### config.mk
export PLATFORM = sky130hd
export DESIGN_NAME = rr_arbiter_buf
export DESIGN_NICKNAME = d
export VERILOG_FILES = /design/src/rtl/rr_arbiter_buf.sv
export SDC_FILE = /design/constraint.sdc
export NUM_CORES = 1
export LEC_CHECK = 0
export CAP_MARGIN = 20
export CORE_MARGIN = 4
export CORE_UTILIZATION = 32
export DETAILED_ROUTE_END_ITERATION = 6
export GPL_TIMING_DRIVEN = 1
export PLACE_DENSITY_LB_ADDON = 0.2
export SLEW_MARGIN = 30
export SYNTH_ARGS = -nofsm -noshare
export SYNTH_HDL_FRONTEND = slang
export SYNTH_SLANG_ARGS = --single-unit
### constraint.sdc
create_clock -name clock -period 2.22 [get_ports clock]
set_clock_uncertainty 0.1 [all_clocks]
set_input_delay 0.444 -clock clock [delete_from_list [all_inputs] [get_ports clock]]
set_output_delay 0.444 -clock clock [all_outputs]
set_load 0.03 [all_outputs]
### src/rtl/rr_arbiter_buf.sv
// rr_arbiter_buf: N-way fixed-priority/round-robin arbiter with burst lock and a registered output stage
module rr_arbiter_buf #(
    parameter int N = 4,
    parameter int W = 32,
    localparam int CW = (N > 2) ? $clog2(N) : 1
) (
    input  logic             clock,
    input  logic             reset,
    input  logic             io_mode,
    input  logic [N-1:0]     io_in_valid,
    output logic [N-1:0]     io_in_ready,
    input  logic [N*W-1:0]   io_in_bits_data,
    input  logic [N-1:0]     io_in_bits_last,
    output logic             io_out_valid,
    input  logic             io_out_ready,
    output logic [W-1:0]     io_out_bits_data,
    output logic             io_out_bits_last,
    output logic [CW-1:0]    io_out_chosen
);
    logic          lock;
    logic [CW-1:0] lidx;
    logic [CW-1:0] ptr;
    logic          gv;
    logic [CW-1:0] gidx;
    logic          space;
    logic          fire;

    assign space = !io_out_valid | io_out_ready;
    assign fire  = gv & space;

    // Pick the granted channel: locked burst owner, else scan from the priority start so the first valid hit wins
    always_comb begin
        int j;
        gv   = 1'b0;
        gidx = '0;
        j    = 0;
        if (lock) begin
            gv   = io_in_valid[lidx];
            gidx = lidx;
        end else begin
            for (int k = N - 1; k >= 0; k--) begin
                j = io_mode ? ((int'(ptr) + k) % N) : k;
                if (io_in_valid[j]) begin
                    gv   = 1'b1;
                    gidx = CW'(j);
                end
            end
        end
    end

    // Ready is the one-hot grant, gated by a free stage and held low while reset is asserted
    always_comb begin
        io_in_ready = '0;
        if (fire && reset) io_in_ready[gidx] = 1'b1;
    end

    // Output register, burst lock and round-robin pointer; a fire replaces the beat, otherwise a drain empties it
    always_ff @(posedge clock or negedge reset) begin
        if (!reset) begin
            io_out_valid     <= 1'b0;
            io_out_bits_data <= '0;
            io_out_bits_last <= 1'b0;
            io_out_chosen    <= '0;
            lock             <= 1'b0;
            lidx             <= '0;
            ptr              <= '0;
        end else if (fire) begin
            io_out_valid     <= 1'b1;
            io_out_bits_data <= io_in_bits_data[int'(gidx)*W +: W];
            io_out_bits_last <= io_in_bits_last[gidx];
            io_out_chosen    <= gidx;
            lock             <= !io_in_bits_last[gidx];
            lidx             <= gidx;
            if (io_mode) ptr <= (int'(gidx) == N - 1) ? '0 : gidx + 1'b1;
        end else if (io_out_ready) begin
            io_out_valid <= 1'b0;
        end
    end
endmodule

==> flow_metrics.env, run 1 <==
export IMPL_status="complete, but fails checks"
export IMPL_violations="negative setup slack"
export IMPL_cts_buffers=5
export IMPL_worstPathArrival_ns=2.10
export IMPL_worstPathRequired_ns=1.68
export IMPL_netlist_instances=253
export IMPL_min_path_type="in -> async"
export IMPL_viasPerCell=5.23
export IMPL_maxCapViolCount=0
export IMPL_rsz0062_at_grt="yes"
export IMPL_place_ws_ns=-0.702
export IMPL_port_buffers=179
export IMPL_fin_crit_sh=1.19
export IMPL_vias=3003
export IMPL_pin_count=180
export IMPL_firstDrtPassIters=4
export IMPL_antenna_found_initial=0
export IMPL_placed_area_um2=4700
export IMPL_initial_core_util=0.331
export IMPL_yosysSeqAreaShare=0.380
export IMPL_grt_overflow_total=0
export IMPL_clk_latency_ns=0.28
export IMPL_cts_root_buf="clkbuf_8"
export IMPL_worst_setup_path_type="reg -> out"
export IMPL_fin_nets=613
export IMPL_syn_area_per_cell_um2=10.2
export IMPL_relSlewSlack=0.748
export IMPL_whs_ns=0.0630
export IMPL_clockBufferDepth=2
export IMPL_yosysWarnings=0
export IMPL_path_max_fanout=3
export IMPL_layout_common_cells="169 x clkdlybuf4s50_1, 40 x nand2_1, 37 x dfrtp_1, 30 x buf_4, 28 x o221ai_2"
export IMPL_routedWlPerCell_um=19.2
export IMPL_track_usage=0.209
export IMPL_netlist_area_um2=2570
export IMPL_row_count=32
export IMPL_drt_iter0_drc=79
export IMPL_grt_max_degree=33
export IMPL_internal_power_w=0.00484
export IMPL_p_leak_nw=2.26
export IMPL_h_tree_depth=2
export IMPL_vdd_ir_drop_max_mv=0.677
export IMPL_switching_share=0.425
export IMPL_dp_final_hpwl_um=7350
export IMPL_core_area_um2=7770
export IMPL_cts_tree="built"
export IMPL_p_switching_w=0.00359
export IMPL_fillers=551
export IMPL_worst_pin_slew_ns=0.377
export IMPL_worstReg2RegStart="ptr[0]"
export IMPL_antennaDiodeCount=0
export IMPL_first_global_vias=3114
export IMPL_comb_power_share=0.786
export IMPL_worst_slack_ns=-0.425
export IMPL_r2r_slack_ns=-0.07
export IMPL_die_h_um=97.6
export IMPL_drive_above_1_share=0.341
export IMPL_cts_sinks=39
export IMPL_drc_errors=0
export IMPL_hold_violations=0
export IMPL_synth_nets=394
export IMPL_cp_end_kind="output port"
export IMPL_synth_seq_cells=39
export IMPL_die_x_um=97.6
export IMPL_tns_ns=-2.74
export IMPL_max_freq_mhz=378
export IMPL_power_share_sequential=0.156
export IMPL_stdcell_area_um2=5730
export IMPL_final_common_cell="clkdlybuf4s50_1"
export IMPL_setup_viol=38
export IMPL_area_growth_pct=123
export IMPL_die_area_um2=9530
export IMPL_drv_slew=0
export IMPL_period_minus_slack_ns=2.64
export IMPL_total_power_w=0.00843
export IMPL_gp_congestion=0.757
export IMPL_cp_start_kind="flip-flop"
export IMPL_final_antenna_net_count=0
export IMPL_p_per_area_nw_per_um2=1470
export IMPL_grt_first_pass_wirelength_um=16100
export IMPL_reg2reg_depth=8
export IMPL_clkPwrFrac=0.057
export IMPL_synthDistinctLibCells=36
export IMPL_clk_pin_slew_ns=0.07
export IMPL_wl_um=11000
export IMPL_r2r_end="lock"
## critical path, cell delays in order (launching register included)
cell and delay, ns:
dfrtp_1 0.39, and2_4 0.17, a22o_1 0.22, a2111o_1 0.38, and2_4 0.17, clkinv_4 0.04
ha_2 0.15, and3_4 0.17, buf_6 0.12
## repair_timing
item,CTS,global route
buffers inserted,11,3
hold buffers,0,0
pin swaps,8,2
endpoints found under the setup margin,42,39
cloned,6,4
resized for setup,62,68
## kinds of logic after synthesis
group                    Yosys count  share of synthesized area
buffers and inverters             27                     0.0579
AND/OR/NAND/NOR                   64                      0.112
adder cells (fa/ha/maj)            1                    0.00487
multiplexers                      69                      0.270
AO/OA/AOI/OAI                     53                      0.176
flip-flops                        39                      0.380
## final cells by class
cell class | instances | area (um2) | area share
clock inverter | 1 | 5.00 | 0.000874
clock buffer | 6 | 82.6 | 0.0144
tap | 102 | 128 | 0.0223
timing repair buffer | 234 | 2500 | 0.437
multi-input combinational | 187 | 2010 | 0.350
sequential | 39 | 978 | 0.171
inverter | 5 | 23.8 | 0.00415
## routing by layer
| metal | share of wire | up-vias | track usage |
|---|---|---|---|
| met4 | 0.020 | 0 | 0.0596 |
| met3 | 0.062 | 18 | 0.0445 |
| met1 | 0.36 | 1454 | 0.230 |
| met2 | 0.55 | 121 | 0.397 |
| met5 | 0 | - | 0 |
| li1 | - | 1410 | - |
## Yosys cell counts
cell / n / area, um2
mux2_2: 2 / 22.5
a22o_1: 1 / 8.76
a211o_1: 1 / 8.76
o21ai_0: 2 / 10.0
o2111a_1: 1 / 11.3
o22a_1: 3 / 26.3
a21oi_1: 2 / 10.0
clkinv_2: 1 / 5.00
dfrtp_1: 39 / 976
mux2i_1: 67 / 671
a221o_1: 1 / 10.0
buf_6: 4 / 45.0
ha_1: 1 / 12.5
nand3_1: 4 / 20.0
inv_1: 4 / 15.0
and3_1: 2 / 12.5
o221ai_1: 33 / 289
nor2b_1: 2 / 12.5
nand2_2: 1 / 6.26
a211oi_2: 1 / 12.5
clkbuf_1: 5 / 18.8
nor3_1: 3 / 15.0
and2_1: 2 / 12.5
nand2b_1: 2 / 12.5
nand2_4: 1 / 11.3
buf_2: 13 / 65.1
o21ai_1: 1 / 5.00
o2111ai_1: 2 / 17.5
o21a_1: 1 / 7.51
and2_4: 1 / 8.76
nand2_1: 41 / 154
nor3b_1: 1 / 7.51
a221oi_1: 2 / 17.5
a2111o_1: 1 / 11.3
a22oi_1: 1 / 7.51
nor2_1: 4 / 15.0
## through the flow
step / util / instances
detailed placement: 0.606 / 546
floorplan: - / 253
global placement: 0.606 / 546
finish: 0.737 / 574
global route: 0.737 / 574
CTS: 0.686 / 570
## state kept, by name, summed over array words and instances (netlist names)
signal            count
lock                  1
lidx                  2
io_out_bits_data     32
io_out_valid          1
ptr                   2
io_out_bits_last      1
## worst max-delay path by stage
stage,slack [ns],start,end
6_report,-0.42,ptr[0],io_in_ready[3]
4_1_cts,-0.47,ptr[0],io_in_ready[3]
3_5_place_dp,-0.70,io_mode,io_in_ready[3]
2_1_floorplan,-0.30,io_mode,io_in_ready[2]
3_3_place_gp,-0.66,io_mode,io_in_ready[3]
5_1_grt,-0.52,ptr[0],io_in_ready[3]
## power by group through the flow
stage,Clock [W],Sequential [W],Combinational (W)
finish,0.000483,0.00132,0.00663
global route,0.000529,0.00136,0.00698
CTS,0.000503,0.00131,0.00581
detailed placement,0,0.00132,0.00447
global placement,0,0.00130,0.00442
floorplan,0,0.00192,0.00219
(Power assumes the default switching activity.)
==> inputs of run 2 (changes only) <==
--- a/config.mk
+++ b/config.mk
@@ -8,6 +8,7 @@
 export CAP_MARGIN = 20
 export CORE_MARGIN = 4
 export CORE_UTILIZATION = 32
+export CTS_BUF_LIST = sky130_fd_sc_hd__clkbuf_16
 export DETAILED_ROUTE_END_ITERATION = 6
 export GPL_TIMING_DRIVEN = 1
 export PLACE_DENSITY_LB_ADDON = 0.2
==> run 2 against run 1 <==
  * The run still ends with negative setup slack left
  * Wire length decreased by 8.3%
  * Core utilization decreased by 4.6 points
  * Sequential share of layout area increased by 1.1 points
  * Largest cell class unchanged
  * Largest power group unchanged
  * Maximum frequency decreased by 0.83%
  * Via count decreased by 2.3%
  * Cell count decreased by 0.87%
  * Setup slack got worse by 0.022 ns
==> flow_metrics.env, run 2 (synthesized netlist as in run 1, its figures left out) <==
export IMPL_largest_reg_flops=32
export IMPL_vias=2933
export IMPL_h_tree_depth=2
export IMPL_final_antenna_net_count=0
export IMPL_drc_errors=0
export IMPL_viasPerCell=5.15
export IMPL_top_regs="io_out_bits_data (32), lidx (2), ptr (2)"
export IMPL_setup_viol=38
export IMPL_grt_first_pass_wirelength_um=16000
export IMPL_cts_buffers=5
export IMPL_cts_sinks=39
export IMPL_routedWlPerCell_um=17.8
export IMPL_track_usage=0.208
export IMPL_initial_core_util=0.331
export IMPL_hold_violations=0
export IMPL_worst_setup_path_type="reg -> out"
export IMPL_drv_slew=0
export IMPL_port_buffers=179
export IMPL_largest_register="io_out_bits_data"
export IMPL_drt_iter0_drc=49
export IMPL_die_h_um=97.6
export IMPL_relSlewSlack=0.713
export IMPL_p_leak_nw=2.23
export IMPL_cp_start_kind="flip-flop"
export IMPL_pin_count=180
export IMPL_fillers=621
export IMPL_worstPathArrival_ns=2.12
export IMPL_postCtsHoldBufs=0
export IMPL_clk_latency_ns=0.28
export IMPL_period_minus_slack_ns=2.67
export IMPL_area_growth_pct=109
export IMPL_dp_final_hpwl_um=7350
export IMPL_wl_um=10100
export IMPL_multi_input_area_um2=1760
export IMPL_instances_no_fill=569
export IMPL_core_area_um2=7770
export IMPL_clk_pin_slew_ns=0.06
export IMPL_fin_crit_sh=1.20
export IMPL_path_max_fanout=3
export IMPL_rsz0062_at_grt="yes"
export IMPL_die_x_um=97.6
export IMPL_fin_nets=608
export IMPL_die_area_um2=9530
export IMPL_layout_common_cells="169 x clkdlybuf4s50_1, 65 x mux2i_1, 40 x nand2_1, 37 x dfrtp_1, 31 x buf_4"
export IMPL_antennaDiodeCount=0
export IMPL_firstDrtPassIters=4
export IMPL_dp_cells=546
export IMPL_final_util=0.691
export IMPL_worst_slack_ns=-0.447
export IMPL_cts_tree="built"
export IMPL_grt_overflow_total=0
export IMPL_final_common_cell="clkdlybuf4s50_1"
export IMPL_cts_root_buf="clkbuf_16"
export IMPL_cp_end_kind="output port"
export IMPL_drive_above_1_share=0.253
export IMPL_status="complete, but fails checks"
export IMPL_grt_max_degree=33
export IMPL_first_global_vias=3106
export IMPL_max_freq_mhz=375
export IMPL_maxCapViolCount=0
export IMPL_vdd_ir_drop_max_mv=0.621
export IMPL_gp_congestion=0.757
export IMPL_min_path_type="in -> async"
export IMPL_worst_pin_slew_ns=0.431
export IMPL_violations="negative setup slack"
export IMPL_row_count=32
export IMPL_seqCellArea_um2=978
export IMPL_antenna_found_initial=0
export IMPL_r2r_slack_ns=-0.26
export IMPL_p_per_area_nw_per_um2=1440
export IMPL_tns_ns=-9.29
export IMPL_worstPathRequired_ns=1.68
export IMPL_clockBufferDepth=2
-- run 2: cell count changes in the layout (fill, tap and decap cells not counted), sizes merged --
cell,delta
buf,-1
clkbuf,-4
clkdlybuf4s15,-1
clkinv,+1
-- run 2: repair_timing --
| action | 4_1_cts | 5_1_grt |
|---|---|---|
| setup buffers | 10 | 5 |
| endpoints found under the setup margin | 42 | 39 |
| pin swaps | 7 | 4 |
| gates resized for setup | 61 | 17 |
| gates cloned | 6 | 0 |
-- run 2: where the power goes --
part	internal, W	switching [W]
clock	0.000404	0.000268
combinational	0.00288	0.00285
sequential	0.00109	0.000228
total	0.00437	0.00334
-- run 2: final timing paths --
kind / startpoint / endpoint / depth (start not counted)
max: ptr[0] / io_in_ready[3] / 8
min: reset / io_out_valid / 2
max reg2reg: ptr[0] / io_out_bits_data[22] / 12
min reg2reg: io_out_bits_data[3] / io_out_bits_data[3] / 2
max in group asynchronous: reset / io_out_bits_data[19] / 2
min in group clock: io_out_bits_data[3] / io_out_bits_data[3] / 2
-- run 2: routing by layer --
| layer | up-vias | GRT usage | share of wire |
|---|---|---|---|
| met3 | 18 | 0.0481 | 0.061 |
| met5 | - | 0 | 0 |
| met4 | 0 | 0.0724 | 0.023 |
| met1 | 1408 | 0.236 | 0.38 |
| li1 | 1396 | - | - |
| met2 | 111 | 0.380 | 0.54 |
-- run 2: worst max-delay path, cell delays in order, from the launching register on --
cell and delay [ns]:
dfrtp_1 0.38, and2_4 0.17, a22o_1 0.23, a2111o_1 0.39, and2_4 0.17, clkinv_4 0.04
ha_2 0.15, and3_4 0.17, buf_6 0.12
-- run 2: final cells by class --
cell class,count,area share
clock inverters,2,0.00163
multi-input cells,187,0.328
inverters,5,0.00443
flip-flops and latches,39,0.182
well taps,102,0.0238
clock buffers,5,0.0233
repair buffers,229,0.436
-- run 2: stage by stage --
step           hold slack [ns]  setup WS [ns]  total power (W)  cell area (um2)
2_1_floorplan           0.0484         -0.300          0.00411             2660
3_3_place_gp             0.369         -0.660          0.00572             4700
3_5_place_dp             0.368         -0.702          0.00580             4700
4_1_cts                 0.0729         -0.453          0.00777             5360
5_1_grt                 0.0820         -0.499          0.00818             5370
6_report                0.0763         -0.447          0.00772             5370
